### config.mk
export PLATFORM = sky130hd
export DESIGN_NAME = serial_adder
export DESIGN_NICKNAME = d
export VERILOG_FILES = /design/src/rtl/adder_pkg.sv /design/src/rtl/full_adder.sv /design/src/rtl/serial_adder.sv
export SDC_FILE = /design/constraint.sdc
export NUM_CORES = 1
export LEC_CHECK = 0
export CAP_MARGIN = 20
export CELL_PAD_IN_SITES_DETAIL_PLACEMENT = 1
export CELL_PAD_IN_SITES_GLOBAL_PLACEMENT = 1
export CORE_MARGIN = 3
export CORE_UTILIZATION = 43
export DETAILED_ROUTE_END_ITERATION = 10
export PLACE_DENSITY = 0.88
export SYNTH_ARGS = -nofsm -noshare
export SYNTH_HDL_FRONTEND = slang
export SYNTH_HIERARCHICAL = 1
export SYNTH_SLANG_ARGS = --single-unit
### constraint.sdc
create_clock -name clk -period 4.2 [get_ports clk]
set_input_delay 0.84 -clock clk [delete_from_list [all_inputs] [get_ports clk]]
set_output_delay 0.84 -clock clk [all_outputs]
set_load 0.05 [all_outputs]
### src/rtl/adder_pkg.sv
// Shared definitions for the bit-serial adder.
package adder_pkg;

    typedef enum logic [1:0] {
        IDLE = 2'd0,
        RUN  = 2'd1,
        DONE = 2'd2
    } state_t;

endpackage

### src/rtl/full_adder.sv
// Single-bit full-adder cell used as the serial adder's datapath.
module full_adder (
    input  logic a,
    input  logic b,
    input  logic cin,
    output logic s,
    output logic co
);

    assign s  = a ^ b ^ cin;
    assign co = (a & b) | (cin & (a ^ b));

endmodule

### src/rtl/serial_adder.sv
// Bit-serial adder/subtractor: one bit per clock, LSB first, through one full-adder cell.
module serial_adder
    import adder_pkg::*;
#(
    parameter int WIDTH = 8
) (
    input  logic             clk,
    input  logic             rst_n,
    input  logic             start,
    input  logic             sub,
    input  logic [WIDTH-1:0] a,
    input  logic [WIDTH-1:0] b,
    input  logic             cin,
    output logic             busy,
    output logic             done,
    output logic [WIDTH-1:0] sum,
    output logic             cout
);

    // One spare counter bit so a power-of-two WIDTH never wraps before the compare.
    localparam int CW = $clog2(WIDTH) + 1;

    state_t           state;
    state_t           state_nxt;
    logic [WIDTH-1:0] opa;
    logic [WIDTH-1:0] opb;
    logic [WIDTH-1:0] res;
    logic             carry;
    logic [CW-1:0]    cnt;
    logic             fa_s;
    logic             fa_co;
    logic             last;

    full_adder u_cell (
        .a   (opa[0]),
        .b   (opb[0]),
        .cin (carry),
        .s   (fa_s),
        .co  (fa_co)
    );

    assign last = (cnt == CW'(WIDTH - 1));

    always_ff @(posedge clk or negedge rst_n) begin
        if (!rst_n) begin
            state <= IDLE;
        end else begin
            state <= state_nxt;
        end
    end

    always_comb begin
        state_nxt = state;
        busy      = 1'b0;
        done      = 1'b0;
        case (state)
            IDLE: begin
                if (start) begin
                    state_nxt = RUN;
                end
            end
            RUN: begin
                busy = 1'b1;
                if (last) begin
                    state_nxt = DONE;
                end
            end
            DONE: begin
                busy      = 1'b1;
                done      = 1'b1;
                state_nxt = IDLE;
            end
            default: state_nxt = IDLE;
        endcase
    end

    // Subtraction is a + ~b + 1: invert b at load and seed the carry with 1.
    always_ff @(posedge clk or negedge rst_n) begin
        if (!rst_n) begin
            opa   <= '0;
            opb   <= '0;
            res   <= '0;
            carry <= 1'b0;
            cnt   <= '0;
        end else if (state == IDLE && start) begin
            opa   <= a;
            opb   <= sub ? ~b : b;
            carry <= sub | cin;
            cnt   <= '0;
        end else if (state == RUN) begin
            res   <= WIDTH'({fa_s, res} >> 1);
            carry <= fa_co;
            opa   <= opa >> 1;
            opb   <= opb >> 1;
            cnt   <= cnt + CW'(1);
        end
    end

    // After the last RUN edge the carry flop holds the carry out of the MSB.
    assign sum  = res;
    assign cout = carry;

endmodule

==> impl_metrics.prom <==
# TYPE chip_impl_metric gauge
chip_impl_info{name="status",value="completed"} 1
chip_impl_info{name="worst_setup_path_start_kind",value="flip-flop"} 1
chip_impl_metric{name="p_leak",unit="nW"} 0.853
chip_impl_metric{name="detail_route.vias_per_cell",unit=""} 5.09
chip_impl_metric{name="min_period_over_period",unit=""} 0.670
chip_impl_metric{name="max-clock-path-buffers",unit=""} 2
chip_impl_metric{name="clkTransAtPathRegs",unit="ns"} 0.08
chip_impl_metric{name="num_vias",unit=""} 1073
chip_impl_metric{name="globalRouteOverflowTotal",unit=""} 0
chip_impl_metric{name="ys.warnings.count",unit=""} 6
chip_impl_metric{name="antenna_violating_nets_post_route",unit=""} 0
chip_impl_info{name="synth-main-ff-cell",value="sky130_fd_sc_hd__dfrtp_1"} 1
chip_impl_metric{name="slew_limit_fails",unit=""} 0
chip_impl_metric{name="n_antenna_cell",unit=""} 0
chip_impl_metric{name="core_area",unit="µm²"} 3390
chip_impl_info{name="clock_tree_from_tritoncts",value="built"} 1
chip_impl_info{name="timing.rr.start",value="state[1]"} 1
chip_impl_metric{name="synth_sequential_area_ratio",unit=""} 0.502
chip_impl_metric{name="place.gp.congestion",unit=""} 0.744
chip_impl_info{name="r2r_end",value="cnt[3]"} 1
chip_impl_info{name="grt_setup_unrepaired",value="false"} 1
chip_impl_metric{name="placement_rows",unit=""} 21
chip_impl_metric{name="io_pins",unit=""} 32
chip_impl_info{name="holdCritPathClass",value="reg2reg"} 1
chip_impl_metric{name="min_period",unit="ns"} 2.81
chip_impl_metric{name="ys_async_sr_fraction",unit=""} 1.00
chip_impl_metric{name="flow.area_growth_from_synthesis",unit="%"} 27.5
chip_impl_metric{name="grt_util_all_layers",unit=""} 0.177
chip_impl_metric{name="cts_hold_repair.buffers",unit=""} 0
chip_impl_metric{name="timing.max_slew.rel_slack",unit=""} 0.654
chip_impl_info{name="min-delay-start",value="sum[0]"} 1
chip_impl_info{name="critPathKind",value="reg2out"} 1
chip_impl_metric{name="die_w",unit="µm"} 65.9
chip_impl_metric{name="cp_max_fo",unit=""} 4
chip_impl_metric{name="critPathArrivalTime",unit="ns"} 1.97
chip_impl_metric{name="routedWlPerCell",unit="µm"} 16.5
chip_impl_metric{name="ctsHtreeMaxLevel",unit=""} 2
chip_impl_metric{name="ff2ff_path_depth",unit=""} 6
chip_impl_metric{name="post_cts_buffers",unit=""} 0
chip_impl_metric{name="clock_latency",unit="ns"} 0.34
chip_impl_metric{name="synthesis.instances",unit=""} 131
chip_impl_metric{name="drt-pass1-iter-count",unit=""} 4
chip_impl_metric{name="first_global_vias",unit=""} 1216
chip_impl_metric{name="count_of_flip_flops_with_a_built_in_enable_after_synthesis",unit=""} 0
chip_impl_metric{name="place.port_buffers",unit=""} 31
chip_impl_metric{name="cts_buffers",unit=""} 5
chip_impl_metric{name="worst_clock_skew",unit="ns"} 0.00967
chip_impl_metric{name="fmaxAchievable",unit="MHz"} 356
chip_impl_info{name="crit_path_end_kind",value="output port"} 1
chip_impl_metric{name="synth_area_per_cell",unit="µm²"} 11.8
chip_impl_metric{name="iter_0_drt_violations",unit=""} 42
chip_impl_metric{name="final_critical_path_setup_slack",unit="ns"} 1.39
chip_impl_metric{name="tritoncts_sink_count",unit=""} 31
chip_impl_metric{name="finalWirelength",unit="µm"} 3490
chip_impl_metric{name="timing.reg2reg.setup_slack",unit="ns"} 2.50
chip_impl_metric{name="mappedNetlistNets",unit=""} 159
chip_impl_metric{name="grt_pass1_wl",unit="µm"} 5570
chip_impl_metric{name="dp_hpwl",unit="µm"} 2540
chip_impl_metric{name="worst_ep_required_time",unit="ns"} 3.36
chip_impl_metric{name="number_of_antenna_violations_at_the_first_check_in_global_routing",unit=""} 0
chip_impl_metric{name="design.die.area",unit="µm²"} 4350
chip_impl_metric{name="synth_cell_type_count",unit=""} 24
chip_impl_metric{name="fin_setup_tns",unit="ns"} 0
chip_impl_metric{name="grt_start_max_net_pins",unit=""} 34
chip_impl_metric{name="power_density",unit="nW/µm²"} 828
chip_impl_metric{name="worst_hold_stages",unit=""} 1
chip_impl_info{name="clock-root-buffer",value="sky130_fd_sc_hd__clkbuf_4"} 1
chip_impl_metric{name="count_of_unresolved_drc_violations_after_routing",unit=""} 0
chip_impl_metric{name="die-height",unit="µm"} 65.9
chip_impl_metric{name="finalSetupViolations",unit=""} 0
chip_impl_metric{name="final_nets",unit=""} 192
chip_impl_metric{name="start_util",unit=""} 0.456
chip_impl_metric{name="ys_seq_elements",unit=""} 31
chip_impl_metric{name="max-vdd-ir-drop",unit="mV"} 0.273
chip_impl_metric{name="preCtsSetupSlack",unit="ns"} 1.66
chip_impl_metric{name="gates_resized_cts_repair",unit=""} 0
chip_impl_metric{name="post_route_cells_drive_above_1_share",unit=""} 0.139
chip_impl_metric{name="hold_viol",unit=""} 0
chip_impl_info{name="hold-path-endpoint",value="sum[0]"} 1
chip_impl_metric{name="max_slew.worst_pin.slew",unit="ns"} 0.517
chip_impl_metric{name="cell_area_after_synthesis",unit="µm²"} 1540
chip_impl_metric{name="maxCapViolCount",unit=""} 0
per-stage QoR:
stage / cell area, µm² / util / hold WS (ns) / instances / power [W]
6_report: 1970 / 0.581 / 0.525 / 211 / 0.00163
3_3_place_gp: 1850 / 0.545 / 0.492 / 201 / 0.00133
3_5_place_dp: 1850 / 0.545 / 0.509 / 201 / 0.00140
5_1_grt: 1970 / 0.581 / 0.559 / 211 / 0.00173
2_1_floorplan: 1540 / - / 0.479 / 131 / 0.00117
4_1_cts: 1920 / 0.565 / 0.534 / 209 / 0.00161
worst max-delay path: stages (launching register included):
cell                              delay (ns)
sky130_fd_sc_hd__dfrtp_1                0.42
sky130_fd_sc_hd__inv_1                  0.11
sky130_fd_sc_hd__ha_1                   0.30
sky130_fd_sc_hd__clkdlybuf4s50_1        0.81
power breakdown:
group | switching (W) | internal (W) | total, W
logic | 0.000497 | 0.000383 | 0.000880
registers | 0.000104 | 0.000444 | 0.000548
clock network | 0.000103 | 0.0000984 | 0.000201
layout by cell type (no fill, tap or decap), types with 2 or more instances in the layout:
cell type	n
sky130_fd_sc_hd__nand3b_1	3
sky130_fd_sc_hd__dfrtp_1	31
sky130_fd_sc_hd__clkdlybuf4s50_1	31
sky130_fd_sc_hd__xor2_1	9
sky130_fd_sc_hd__nand2_1	17
sky130_fd_sc_hd__ha_1	6
sky130_fd_sc_hd__mux2_2	10
sky130_fd_sc_hd__o21ai_1	14
sky130_fd_sc_hd__xnor2_1	2
sky130_fd_sc_hd__inv_1	2
sky130_fd_sc_hd__clkbuf_8	2
sky130_fd_sc_hd__nor2_1	3
sky130_fd_sc_hd__clkbuf_4	5
sky130_fd_sc_hd__mux2i_1	16
kinds of logic (layout without fill, tap and decap cells):
kind of cell	count (synthesis)	after routing	share of synthesized area
AOI/OAI and AO/OA	17	17	0.0575
xor gates and xnor gates	11	11	0.0624
adders and majority gates	7	7	0.0616
buffers and inverters	10	44	0.0519
DFF	31	31	0.502
muxes	26	26	0.177
and+or+nand+nor	29	29	0.0875
area by class of cell:
cell class | count | area [µm²]
Tap cell | 46 | 57.6
Inverter | 2 | 7.51
Clock buffer | 8 | 68.8
Multi-Input combinational cell | 90 | 688
Fill cell | 354 | 1420
Timing Repair Buffer | 34 | 370
Sequential cell | 31 | 776
how the worst max path moves through the flow:
| stage | startpoint | end | slack [ns] |
|---|---|---|---|
| final | state[0] | busy | 1.39 |
| after global routing | state[0] | busy | 1.33 |
| after CTS | state[0] | busy | 1.37 |
| after detailed placement | start | opa[6] | 1.66 |
| after global placement | start | opa[3] | 1.73 |
| after floorplan | state[0] | busy | 2.37 |
registers in the layout, summed over array words and instances, names as in the netlist:
name	count
sum	8
cout	1
opb	8
opa	8
state	2
cnt	4
synthesized netlist by cell type (2+ instances only):
cell | number | area, µm²
sky130_fd_sc_hd__o21ai_1 | 14 | 70.1
sky130_fd_sc_hd__nand3b_1 | 3 | 22.5
sky130_fd_sc_hd__xor2_1 | 9 | 78.8
sky130_fd_sc_hd__nor2_1 | 3 | 11.3
sky130_fd_sc_hd__nand2_1 | 17 | 63.8
sky130_fd_sc_hd__ha_1 | 6 | 75.1
sky130_fd_sc_hd__inv_1 | 2 | 7.51
sky130_fd_sc_hd__buf_4 | 3 | 22.5
sky130_fd_sc_hd__dfrtp_1 | 31 | 776
sky130_fd_sc_hd__buf_6 | 4 | 45.0
sky130_fd_sc_hd__mux2i_1 | 16 | 160
sky130_fd_sc_hd__xnor2_1 | 2 | 17.5
sky130_fd_sc_hd__mux2_2 | 10 | 113
per-layer routing:
| metal | vias to the layer above | share of wire | GRT usage |
|---|---|---|---|
| met5 | - | 0 | 0 |
| met4 | 0 | 0.026 | 0.0933 |
| met3 | 9 | 0.053 | 0.0459 |
| met2 | 32 | 0.55 | 0.332 |
| met1 | 525 | 0.37 | 0.176 |
| li1 | 507 | - | - |
Note: power is estimated with default switching activity, not from simulation.
